`src/rtl/lcd_reader_if.sv`:
```
// lcd_reader_if
//   Host-side handshake bundle for the LCD read engine.
//   master : requester (write controller / sequencer / testbench)
//   slave  : lcd_reader
//   Signals:
//     req, rs_sel     read request and register select (0=BF/AC, 1=data)
//     poll_req        start a busy-flag poll (only honoured when the poll feature is built)
//     ready           engine idle, req will be accepted
//     valid           one-cycle pulse, rdata updated
//     rdata, bf, ac   last byte read, and BF/AC from the last RS=0 read
//     poll_done       one-cycle pulse, poll ended with BF=0
//     poll_tmo        one-cycle pulse, poll ended after POLL_MAX busy reads
interface lcd_reader_if;
  logic       req;
  logic       rs_sel;
  logic       poll_req;
  logic       ready;
  logic       valid;
  logic [7:0] rdata;
  logic       bf;
  logic [6:0] ac;
  logic       poll_done;
  logic       poll_tmo;

  modport master (
    output req, rs_sel, poll_req,
    input  ready, valid, rdata, bf, ac, poll_done, poll_tmo
  );

  modport slave (
    input  req, rs_sel, poll_req,
    output ready, valid, rdata, bf, ac, poll_done, poll_tmo
  );
endinterface

```
`src/rtl/lcd_reader.sv`:
```
// lcd_reader
//   Read-side engine for an HD44780-class character LCD. Runs one RW=1 bus
//   cycle reading either the busy flag / address counter (RS=0) or DDRAM/CGRAM
//   data (RS=1) with cycle-count timing, and returns the sampled byte.
//   The top level muxes the LCD pins and releases the data tristate while
//   rd_active is high.
//
//   Optional feature macro: LCD_BUSY_POLL_EN
//     When defined, poll_req starts repeated RS=0 reads until BF=0
//     (poll_done) or POLL_MAX busy reads (poll_tmo). When undefined the poll
//     logic is absent and poll_done/poll_tmo are tied low.
//
//   Ports:
//     clk        system clock (50 MHz)
//     rst        synchronous reset, active high
//     bus        lcd_reader_if.slave host handshake (req/rs_sel/ready/valid/...)
//     rd_active  read in progress; top selects these pins and releases LCD_DATA
//     lcd_rs     LCD RS
//     lcd_rw     LCD RW
//     lcd_en     LCD EN
//     lcd_din    LCD_DATA input from the top-level tristate
//
//   state     | meaning
//   ----------+--------------------------------------------------------------
//   S_IDLE    | pins low, ready=1, waiting for req (or poll_req)
//   S_SETUP   | RS/RW driven, EN low, T_AS cycles address setup
//   S_EN_HI   | EN high for T_PW cycles; lcd_din sampled on the last one
//   S_HOLD    | EN low, RS/RW held T_H cycles; valid on the first one
//   S_RECOVER | bus released, ready=0 for T_REC cycles before the next cycle
module lcd_reader #(
  parameter int T_AS     = 3,
  parameter int T_PW     = 25,
  parameter int T_H      = 2,
  parameter int T_REC    = 25,
  parameter int POLL_MAX = 1000
) (
  input  logic             clk,
  input  logic             rst,
  lcd_reader_if.slave      bus,
  output logic             rd_active,
  output logic             lcd_rs,
  output logic             lcd_rw,
  output logic             lcd_en,
  input  logic [7:0]       lcd_din
);

  localparam int T_MAX_A = (T_AS > T_PW) ? T_AS : T_PW;
  localparam int T_MAX_B = (T_H > T_REC) ? T_H : T_REC;
  localparam int T_MAX   = (T_MAX_A > T_MAX_B) ? T_MAX_A : T_MAX_B;
  localparam int CW      = $clog2(T_MAX + 1);

  localparam logic [CW-1:0] LD_AS  = CW'(T_AS - 1);
  localparam logic [CW-1:0] LD_PW  = CW'(T_PW - 1);
  localparam logic [CW-1:0] LD_H   = CW'(T_H - 1);
  localparam logic [CW-1:0] LD_REC = CW'(T_REC - 1);

  typedef enum logic [2:0] {
    S_IDLE,
    S_SETUP,
    S_EN_HI,
    S_HOLD,
    S_RECOVER
  } state_t;

  state_t        state_q, state_d;
  logic [CW-1:0] cnt_q, cnt_d;
  logic          rs_q, rs_d;
  logic          tc;
  logic          sample;
  logic          busy_d;

  logic          valid_q;
  logic          ready_q;
  logic [7:0]    rdata_q;
  logic          bf_q;
  logic [6:0]    ac_q;

  // Poll control; constant when the feature is not built.
  logic          poll_start;
  logic          poll_cont;
  logic          poll_done_d;
  logic          poll_tmo_d;
  logic          poll_done_q;
  logic          poll_tmo_q;

`ifdef LCD_BUSY_POLL_EN
  localparam int PW = (POLL_MAX > 1) ? $clog2(POLL_MAX + 1) : 1;
  localparam logic [PW-1:0] POLL_LAST = PW'(POLL_MAX - 1);

  logic          poll_run_q;
  logic [PW-1:0] poll_cnt_q;

  // A poll ends on the first idle read, or on read number POLL_MAX while busy.
  assign poll_done_d = sample & poll_run_q & ~lcd_din[7];
  assign poll_tmo_d  = sample & poll_run_q & lcd_din[7] & (poll_cnt_q == POLL_LAST);
  assign poll_cont   = poll_run_q;

  always_ff @(posedge clk) begin
    if (rst) begin
      poll_run_q <= 1'b0;
      poll_cnt_q <= '0;
    end else if (poll_start) begin
      poll_run_q <= 1'b1;
      poll_cnt_q <= '0;
    end else if (sample && poll_run_q) begin
      if (poll_done_d || poll_tmo_d) begin
        poll_run_q <= 1'b0;
      end else begin
        poll_cnt_q <= poll_cnt_q + PW'(1);
      end
    end
  end
`else
  logic unused_poll_req;
  localparam int unused_poll_max = POLL_MAX;

  assign unused_poll_req = bus.poll_req;
  assign poll_done_d     = 1'b0;
  assign poll_tmo_d      = 1'b0;
  assign poll_cont       = 1'b0;
`endif

  assign tc = (cnt_q == '0);

  always_comb begin
    state_d    = state_q;
    cnt_d      = cnt_q;
    rs_d       = rs_q;
    sample     = 1'b0;
    poll_start = 1'b0;
    case (state_q)
      S_IDLE: begin
        if (bus.req) begin
          state_d = S_SETUP;
          cnt_d   = LD_AS;
          rs_d    = bus.rs_sel;
        end
`ifdef LCD_BUSY_POLL_EN
        else if (bus.poll_req) begin
          state_d    = S_SETUP;
          cnt_d      = LD_AS;
          rs_d       = 1'b0;
          poll_start = 1'b1;
        end
`endif
      end
      S_SETUP: begin
        if (tc) begin
          state_d = S_EN_HI;
          cnt_d   = LD_PW;
        end else begin
          cnt_d = cnt_q - CW'(1);
        end
      end
      S_EN_HI: begin
        if (tc) begin
          state_d = S_HOLD;
          cnt_d   = LD_H;
          sample  = 1'b1;
        end else begin
          cnt_d = cnt_q - CW'(1);
        end
      end
      S_HOLD: begin
        if (tc) begin
          state_d = S_RECOVER;
          cnt_d   = LD_REC;
        end else begin
          cnt_d = cnt_q - CW'(1);
        end
      end
      S_RECOVER: begin
        if (tc) begin
          // A running poll chains straight into the next BF read.
          if (poll_cont) begin
            state_d = S_SETUP;
            cnt_d   = LD_AS;
          end else begin
            state_d = S_IDLE;
          end
        end else begin
          cnt_d = cnt_q - CW'(1);
        end
      end
      default: begin
        state_d = S_IDLE;
        cnt_d   = '0;
      end
    endcase
  end

  always_ff @(posedge clk) begin
    if (rst) begin
      state_q <= S_IDLE;
      cnt_q   <= '0;
      rs_q    <= 1'b0;
    end else begin
      state_q <= state_d;
      cnt_q   <= cnt_d;
      rs_q    <= rs_d;
    end
  end

  assign busy_d = (state_d == S_SETUP) || (state_d == S_EN_HI) || (state_d == S_HOLD);

  // Pin and status outputs are registered from the next-state decode so they
  // line up with the state register and cannot glitch between states.
  always_ff @(posedge clk) begin
    if (rst) begin
      ready_q     <= 1'b1;
      valid_q     <= 1'b0;
      rdata_q     <= '0;
      bf_q        <= 1'b0;
      ac_q        <= '0;
      rd_active   <= 1'b0;
      lcd_rs      <= 1'b0;
      lcd_rw      <= 1'b0;
      lcd_en      <= 1'b0;
      poll_done_q <= 1'b0;
      poll_tmo_q  <= 1'b0;
    end else begin
      ready_q     <= (state_d == S_IDLE);
      valid_q     <= sample;
      rd_active   <= busy_d;
      lcd_rw      <= busy_d;
      lcd_rs      <= busy_d & rs_d;
      lcd_en      <= (state_d == S_EN_HI);
      poll_done_q <= poll_done_d;
      poll_tmo_q  <= poll_tmo_d;
      if (sample) begin
        rdata_q <= lcd_din;
        if (!rs_q) begin
          bf_q <= lcd_din[7];
          ac_q <= lcd_din[6:0];
        end
      end
    end
  end

  assign bus.ready     = ready_q;
  assign bus.valid     = valid_q;
  assign bus.rdata     = rdata_q;
  assign bus.bf        = bf_q;
  assign bus.ac        = ac_q;
  assign bus.poll_done = poll_done_q;
  assign bus.poll_tmo  = poll_tmo_q;

endmodule
```
`src/flat_wrapper.sv`:
```
// flat-port wrapper written by rule: the top's interface ports become plain ports
module lcd_reader_flat 
#(
  parameter int T_AS     = 3,
  parameter int T_PW     = 25,
  parameter int T_H      = 2,
  parameter int T_REC    = 25,
  parameter int POLL_MAX = 1000
)
  (clk, rst, rd_active, lcd_rs, lcd_rw, lcd_en, lcd_din, bus_req, bus_rs_sel, bus_poll_req, bus_ready, bus_valid, bus_rdata, bus_bf, bus_ac, bus_poll_done, bus_poll_tmo);
  lcd_reader_if bus_i ();
  input  logic clk;
  input  logic rst;
  output logic rd_active;
  output logic lcd_rs;
  output logic lcd_rw;
  output logic lcd_en;
  input  logic [7:0] lcd_din;
  input wire logic [$bits(bus_i.req)-1:0] bus_req;
  input wire logic [$bits(bus_i.rs_sel)-1:0] bus_rs_sel;
  input wire logic [$bits(bus_i.poll_req)-1:0] bus_poll_req;
  output wire logic [$bits(bus_i.ready)-1:0] bus_ready;
  output wire logic [$bits(bus_i.valid)-1:0] bus_valid;
  output wire logic [$bits(bus_i.rdata)-1:0] bus_rdata;
  output wire logic [$bits(bus_i.bf)-1:0] bus_bf;
  output wire logic [$bits(bus_i.ac)-1:0] bus_ac;
  output wire logic [$bits(bus_i.poll_done)-1:0] bus_poll_done;
  output wire logic [$bits(bus_i.poll_tmo)-1:0] bus_poll_tmo;
  assign bus_i.req = bus_req;
  assign bus_i.rs_sel = bus_rs_sel;
  assign bus_i.poll_req = bus_poll_req;
  assign bus_ready = bus_i.ready;
  assign bus_valid = bus_i.valid;
  assign bus_rdata = bus_i.rdata;
  assign bus_bf = bus_i.bf;
  assign bus_ac = bus_i.ac;
  assign bus_poll_done = bus_i.poll_done;
  assign bus_poll_tmo = bus_i.poll_tmo;
  lcd_reader #(.T_AS(T_AS), .T_PW(T_PW), .T_H(T_H), .T_REC(T_REC), .POLL_MAX(POLL_MAX)) u_core (.clk(clk), .rst(rst), .bus(bus_i), .rd_active(rd_active), .lcd_rs(lcd_rs), .lcd_rw(lcd_rw), .lcd_en(lcd_en), .lcd_din(lcd_din));
endmodule
```
`config.mk`:
```
export PLATFORM = sky130hd
export DESIGN_NAME = lcd_reader_flat
export DESIGN_NICKNAME = d
export VERILOG_FILES = /design/src/rtl/lcd_reader_if.sv /design/src/rtl/lcd_reader.sv /design/src/flat_wrapper.sv
export SDC_FILE = /design/constraint.sdc
export NUM_CORES = 1
export LEC_CHECK = 0
export ABC_AREA = 1
export ABC_CLOCK_PERIOD_IN_PS = 1720
export BUFFER_PORTS_ARGS = -buffer_cell sky130_fd_sc_hd__buf_2
export CORE_UTILIZATION = 45
export CTS_BUF_LIST = sky130_fd_sc_hd__clkbuf_4 sky130_fd_sc_hd__clkbuf_8 sky130_fd_sc_hd__clkbuf_16
export DETAILED_ROUTE_END_ITERATION = 8
export GPL_TIMING_DRIVEN = 0
export MAX_ROUTING_LAYER = met4
export PLACE_DENSITY_LB_ADDON = 0.12
export SYNTH_ARGS = -nofsm -noshare
export SYNTH_HDL_FRONTEND = slang
export SYNTH_SLANG_ARGS = --single-unit
```
`constraint.sdc`:
```
create_clock -name clk -period 1.72 [get_ports clk]
set_input_delay 0.086 -clock clk [delete_from_list [all_inputs] [get_ports clk]]
set_output_delay 0.086 -clock clk [all_outputs]
set_load 0.01 [all_outputs]
```
; After elaboration in Yosys (flattened, before gate mapping)
; Cells that the tools add are included.
[totals]
regBits = 30
inputBits = 13
output_inout_bits = 24
elab_cells = 46
[op_classes]
addsub = 1
n_eq_ne = 9
mux = 15
bitwise = 2
reduce_logical = 8
[ops]
columns = cell, count
row1 = $mux 5, 4
row2 = $pmux 5 s4, 1
row3 = $mux 3, 5
row4 = $pmux 3 s5, 1
row5 = $eq 3x2->1 const B, 4
row6 = $eq 3x1->1 const B, 2
row7 = $logic_not 3->1, 2
row8 = $logic_not 5->1, 1
row9 = $sub 5x1->5 const B, 1
row10 = $mux 1, 4
row11 = $ne 2x2->1 const B, 2
row12 = $reduce_and 2->1, 2
row13 = $eq 3x3->1 const B, 1
row14 = $logic_or 1x1->1, 2
row15 = $reduce_or 2->1, 1
row16 = $and 1x1->1, 1
row17 = $not 1->1, 1

; Longest topological paths before layout
[logic_depth]
word_depth = 7
ltp_mapped = 9
depth_no_buf = 9

; Worst setup path before layout
; Ideal clock, no wire load.
[synth_timing]
kind = register to register
start = reg u_core.cnt_q[0]
end = reg u_core.ac_q[0], in the netlist u_core.bus.ac[0]
setup_ns = 0.116
t_arrival_ns = 1.235
t_required_ns = 1.604
slack_ns = 0.369
path_stages_with_launch = 8
path_buffers = 0
synth_period_minus_slack_ns = 1.351
path_cell_list = dfxtp_1 -> inv_1 -> ha_1 -> nand3_4 -> nor2_8 -> nand2_4 -> o21ai_0 -> nor2_1
[synth_between]
elab_chain_len = 4
[synth_lines]
columns = element, line_no
row1 = from (decl), lcd_reader.sv:66  ; logic [CW-1:0] cnt_q, cnt_d;
row2 = from (signal assigned), lcd_reader.sv:199  ; cnt_q <= cnt_d;
row3 = $logic_not 5->1, lcd_reader.sv:123  ; assign tc = (cnt_q == '0);
row4 = $mux 1, lcd_reader.sv:156  ; if (tc) begin
row5 = $mux 1, lcd_reader.sv:131  ; case (state_q)
row6 = $reduce_and 2->1 (no line), -
row7 = to (signal assigned), lcd_reader.sv:234  ; ac_q <= lcd_din[6:0];
row8 = to (decl), lcd_reader.sv:76  ; logic [6:0] ac_q;
; No other way between the ends.
; A chain may end at the register's enable or synchronous reset.

; Worst setup path after layout
; Ends and elaborated chain as after synthesis.

==> out/metrics.cfg <==
[run_status]
outcome = completed

[floorplan]
die_height_um = 56.0
start_util_pct = 47.6
fp-row-count = 19
top_level_ports = 37
overall_die_area_mm2 = 0.00314
die_outline_width_um = 56.0
core_area_mm2 = 0.00276

[grt]
largest_net_degree_at_the_start_of_global_routing = 11
grt-ovfl-total = 0
via_count_of_the_first_global_routing_pass = 1115
global_route_wire_length_before_repair_mm = 4.80
globalRouteTotalUtil_pct = 20.6
antenna_found_initial = 0

[pwr]
switching_share_pct = 41.7
power_frac_clock_pct = 18.8
cellInternalPower_mw = 1.77
power-per-cell-area_mw_per_mm2 = 1850
total_switching_power_mw = 1.27
relative_contribution_of_sequential_cells_to_total_power_pct = 34.2
total_power_consumption_mw = 3.04
leakage_nw = 0.818
combinationalPowerShare_pct = 47.0
vdd_drop_max_mv = 1.33

[placement]
dp_cells = 240
placed_cell_area_mm2 = 0.00152
place.detailed.hpwl_mm = 2.13
numPortBuffers = 33
gp_routability_congestion = 0.798

[cts]
clock_tree.buffer_depth = 2
ctsHtreeMaxLevel = 2
tritoncts.num_buffers = 5
cts_tree = built
path_clk_slew_ps = 90
worst_skew_pair.late_latency_ps = 330
cts-root-buf = sky130_fd_sc_hd__clkbuf_4
cts.sinks = 30

[finish]
nFillCells = 270
most-common-layout-cells = 38 x sky130_fd_sc_hd__nor2_1, 33 x sky130_fd_sc_hd__buf_2, 32 x sky130_fd_sc_hd__nand2_1, 30 x sky130_fd_sc_hd__dfxtp_1, 16 x sky130_fd_sc_hd__o21ai_0
post_route_cells_drive_above_1_share_pct = 28.6
finalNonFillerCells = 251
antennaDiodeCount = 0
layout.area.seq_um2 = 601
syn_to_final_growth_pct = 24.9
most_frequent_standard_cell_in_the_layout_excluding_fill_and_tap_cells = sky130_fd_sc_hd__nor2_1
stdcell_area_mm2 = 0.00164
nets = 234
multi_input_comb_area_um2 = 617

[sta]
rsz0062_at_grt = false
whs_ps = 4.52
timing.setup.tns_ps = 0
min_cycle_time_layout_ps = 1570
setup_viol = 0
period_share_pct = 91.5
finalHoldViolations = 0
final-max-slew-violation-count = 0
fmax_mhz = 635
clock-skew-final_ps = 6.04

[synthesis]
post_synth_design_cell_area_mm2 = 0.00131
synth_largest_area_cell = sky130_fd_sc_hd__dfxtp_1
gate_count_post_synth = 175
synth.area.top_cells = sky130_fd_sc_hd__dfxtp_1 46%, sky130_fd_sc_hd__nor2_1 11%, sky130_fd_sc_hd__nand2_1 9.2%
number_of_different_library_cells_in_the_post_synthesis_netlist = 27
synthDominantCellAreaShare_pct = 45.8
postSynthAreaPerCell_um2 = 7.50
register_area_share_after_synthesis_pct = 45.8
postSynthRegisterBits = 30
yosys_warnings = 0

[drt]
drt_first_pass_iters = 4
wl_met3_um = 151
antenna_left = 0
drt-met1-wl_mm = 1.33
wire_length_reported_by_the_detailed_router_mm = 2.89
detailroute.via_count = 1244
routed_via_density = 4.96
post-route-drc-count = 0
initialDrtViolationCount = 36
top_signal_layer_used = met4
route.met2.wl_mm = 1.35
routed_wire_length_per_instance_um = 11.5

[setup_path]
worst-setup-path-type = register to register
critPathMaxFanout = 9
timing.critical_path.arrival_ps = 1800
critical_path_required_ps = 1940
critical_path.startpoint_type = register
end_kind = register

[job]
max_cap_viol_count = 0

[min_path]
holdCritPathClass = primary input to register

final timing paths:
path / startpoint / end / slack [ps] / depth (start not counted)
max: u_core.cnt_q[0] / u_core.bus.ac[0] / 150 / 7
min: lcd_din[5] / u_core.bus.rdata[5] / 5 / 3
max reg2reg: u_core.cnt_q[0] / u_core.bus.ac[0] / 150 / 7
min reg2reg: u_core.bus.rdata[6] / u_core.bus.rdata[6] / 460 / 2
timing repair:
action,CTS,global route
hold endpoints to repair,1,1
endpoints found under the setup margin,0,6
hold buffers,1,1
resized for setup,0,2
buffers inserted,0,2
routing by layer:
| metal | vias to the layer above | global-route usage [%] |
|---|---|---|
| li1 | 642 | - |
| met1 | 559 | 24.6 |
| met2 | 35 | 32.3 |
| met3 | 8 | 7.67 |
| met4 | 0 | 6.27 |
| met5 | - | - |
cell type report:
cell class	instances	share of cell area, %
buffer	5	1.83
clock buffer	6	3.13
clock inverter	1	1.83
inverter	17	4.35
multi-input combinational	124	37.6
sequential	30	36.6
tap	31	2.37
timing repair buffer	37	12.2
power by group through the flow:
stage / Sequential (mW) / Combinational [mW] / Clock (mW)
floorplan: 1.10 / 0.995 / 0
global placement: 1.04 / 1.35 / 0
detailed placement: 1.05 / 1.39 / 0
CTS: 1.04 / 1.41 / 0.584
global route: 1.06 / 1.61 / 0.617
finish: 1.04 / 1.43 / 0.572
kinds of logic (layout without fill, tap and decap cells):
kind of cell             after synthesis  after routing  synth area share (%)
buffers and inverters                 22             66                  7.72
other                                  1              2                 0.286
flip-flops                            30             30                  45.8
AND/OR/NAND/NOR                       93             93                  34.0
AO/OA/AOI/OAI                         28             28                  11.2
adder cells (fa/ha/maj)                1              1                 0.953
Yosys cell counts:
master                     count
sky130_fd_sc_hd__nor2_1       38
sky130_fd_sc_hd__nand2_1      32
sky130_fd_sc_hd__dfxtp_1      30
sky130_fd_sc_hd__o21ai_0      17
sky130_fd_sc_hd__inv_1        13
sky130_fd_sc_hd__a21oi_1      10
sky130_fd_sc_hd__nand3_1       9
sky130_fd_sc_hd__buf_4         3
sky130_fd_sc_hd__nor2_2        3
sky130_fd_sc_hd__inv_2         2
sky130_fd_sc_hd__nand2_4       2
sky130_fd_sc_hd__buf_1         1
sky130_fd_sc_hd__clkbuf_1      1
sky130_fd_sc_hd__clkinv_4      1
sky130_fd_sc_hd__conb_1        1
sky130_fd_sc_hd__ha_1          1
sky130_fd_sc_hd__inv_4         1
sky130_fd_sc_hd__nand2_2       1
sky130_fd_sc_hd__nand3_2       1
sky130_fd_sc_hd__nand3_4       1
sky130_fd_sc_hd__nand3b_1      1
sky130_fd_sc_hd__nand4_1       1
sky130_fd_sc_hd__nor2_4        1
sky130_fd_sc_hd__nor2_8        1
sky130_fd_sc_hd__nor3b_2       1
sky130_fd_sc_hd__o22ai_2       1
sky130_fd_sc_hd__or2_2         1
per-stage QoR:
stage	setup WS [ps]	util, %
2_1_floorplan	369	-
3_3_place_gp	167	55.1
3_5_place_dp	113	55.1
4_1_cts	92.2	58.4
5_1_grt	23.5	59.4
6_report	145	59.4
state kept, by name (all words and copies together) (netlist names):
register	count
u_core.bus.bf	1
u_core.rd_active	1
u_core.rs_q	1
u_core.bus.valid	1
u_core.bus.ac	7
u_core.lcd_rs	1
u_core.bus.rdata	8
u_core.bus.ready	1
u_core.cnt_q	5
u_core.lcd_en	1
u_core.state_q	3
critical path: stages, from the launching register on:
cell and delay, ps:
sky130_fd_sc_hd__dfxtp_1 350, sky130_fd_sc_hd__inv_1 100, sky130_fd_sc_hd__ha_2 240, sky130_fd_sc_hd__nand3_4 180, sky130_fd_sc_hd__nor2_8 200, sky130_fd_sc_hd__nand2_4 100, sky130_fd_sc_hd__o21ai_0 240, sky130_fd_sc_hd__nor2_1 60
Power figures use the tool's default switching activity.
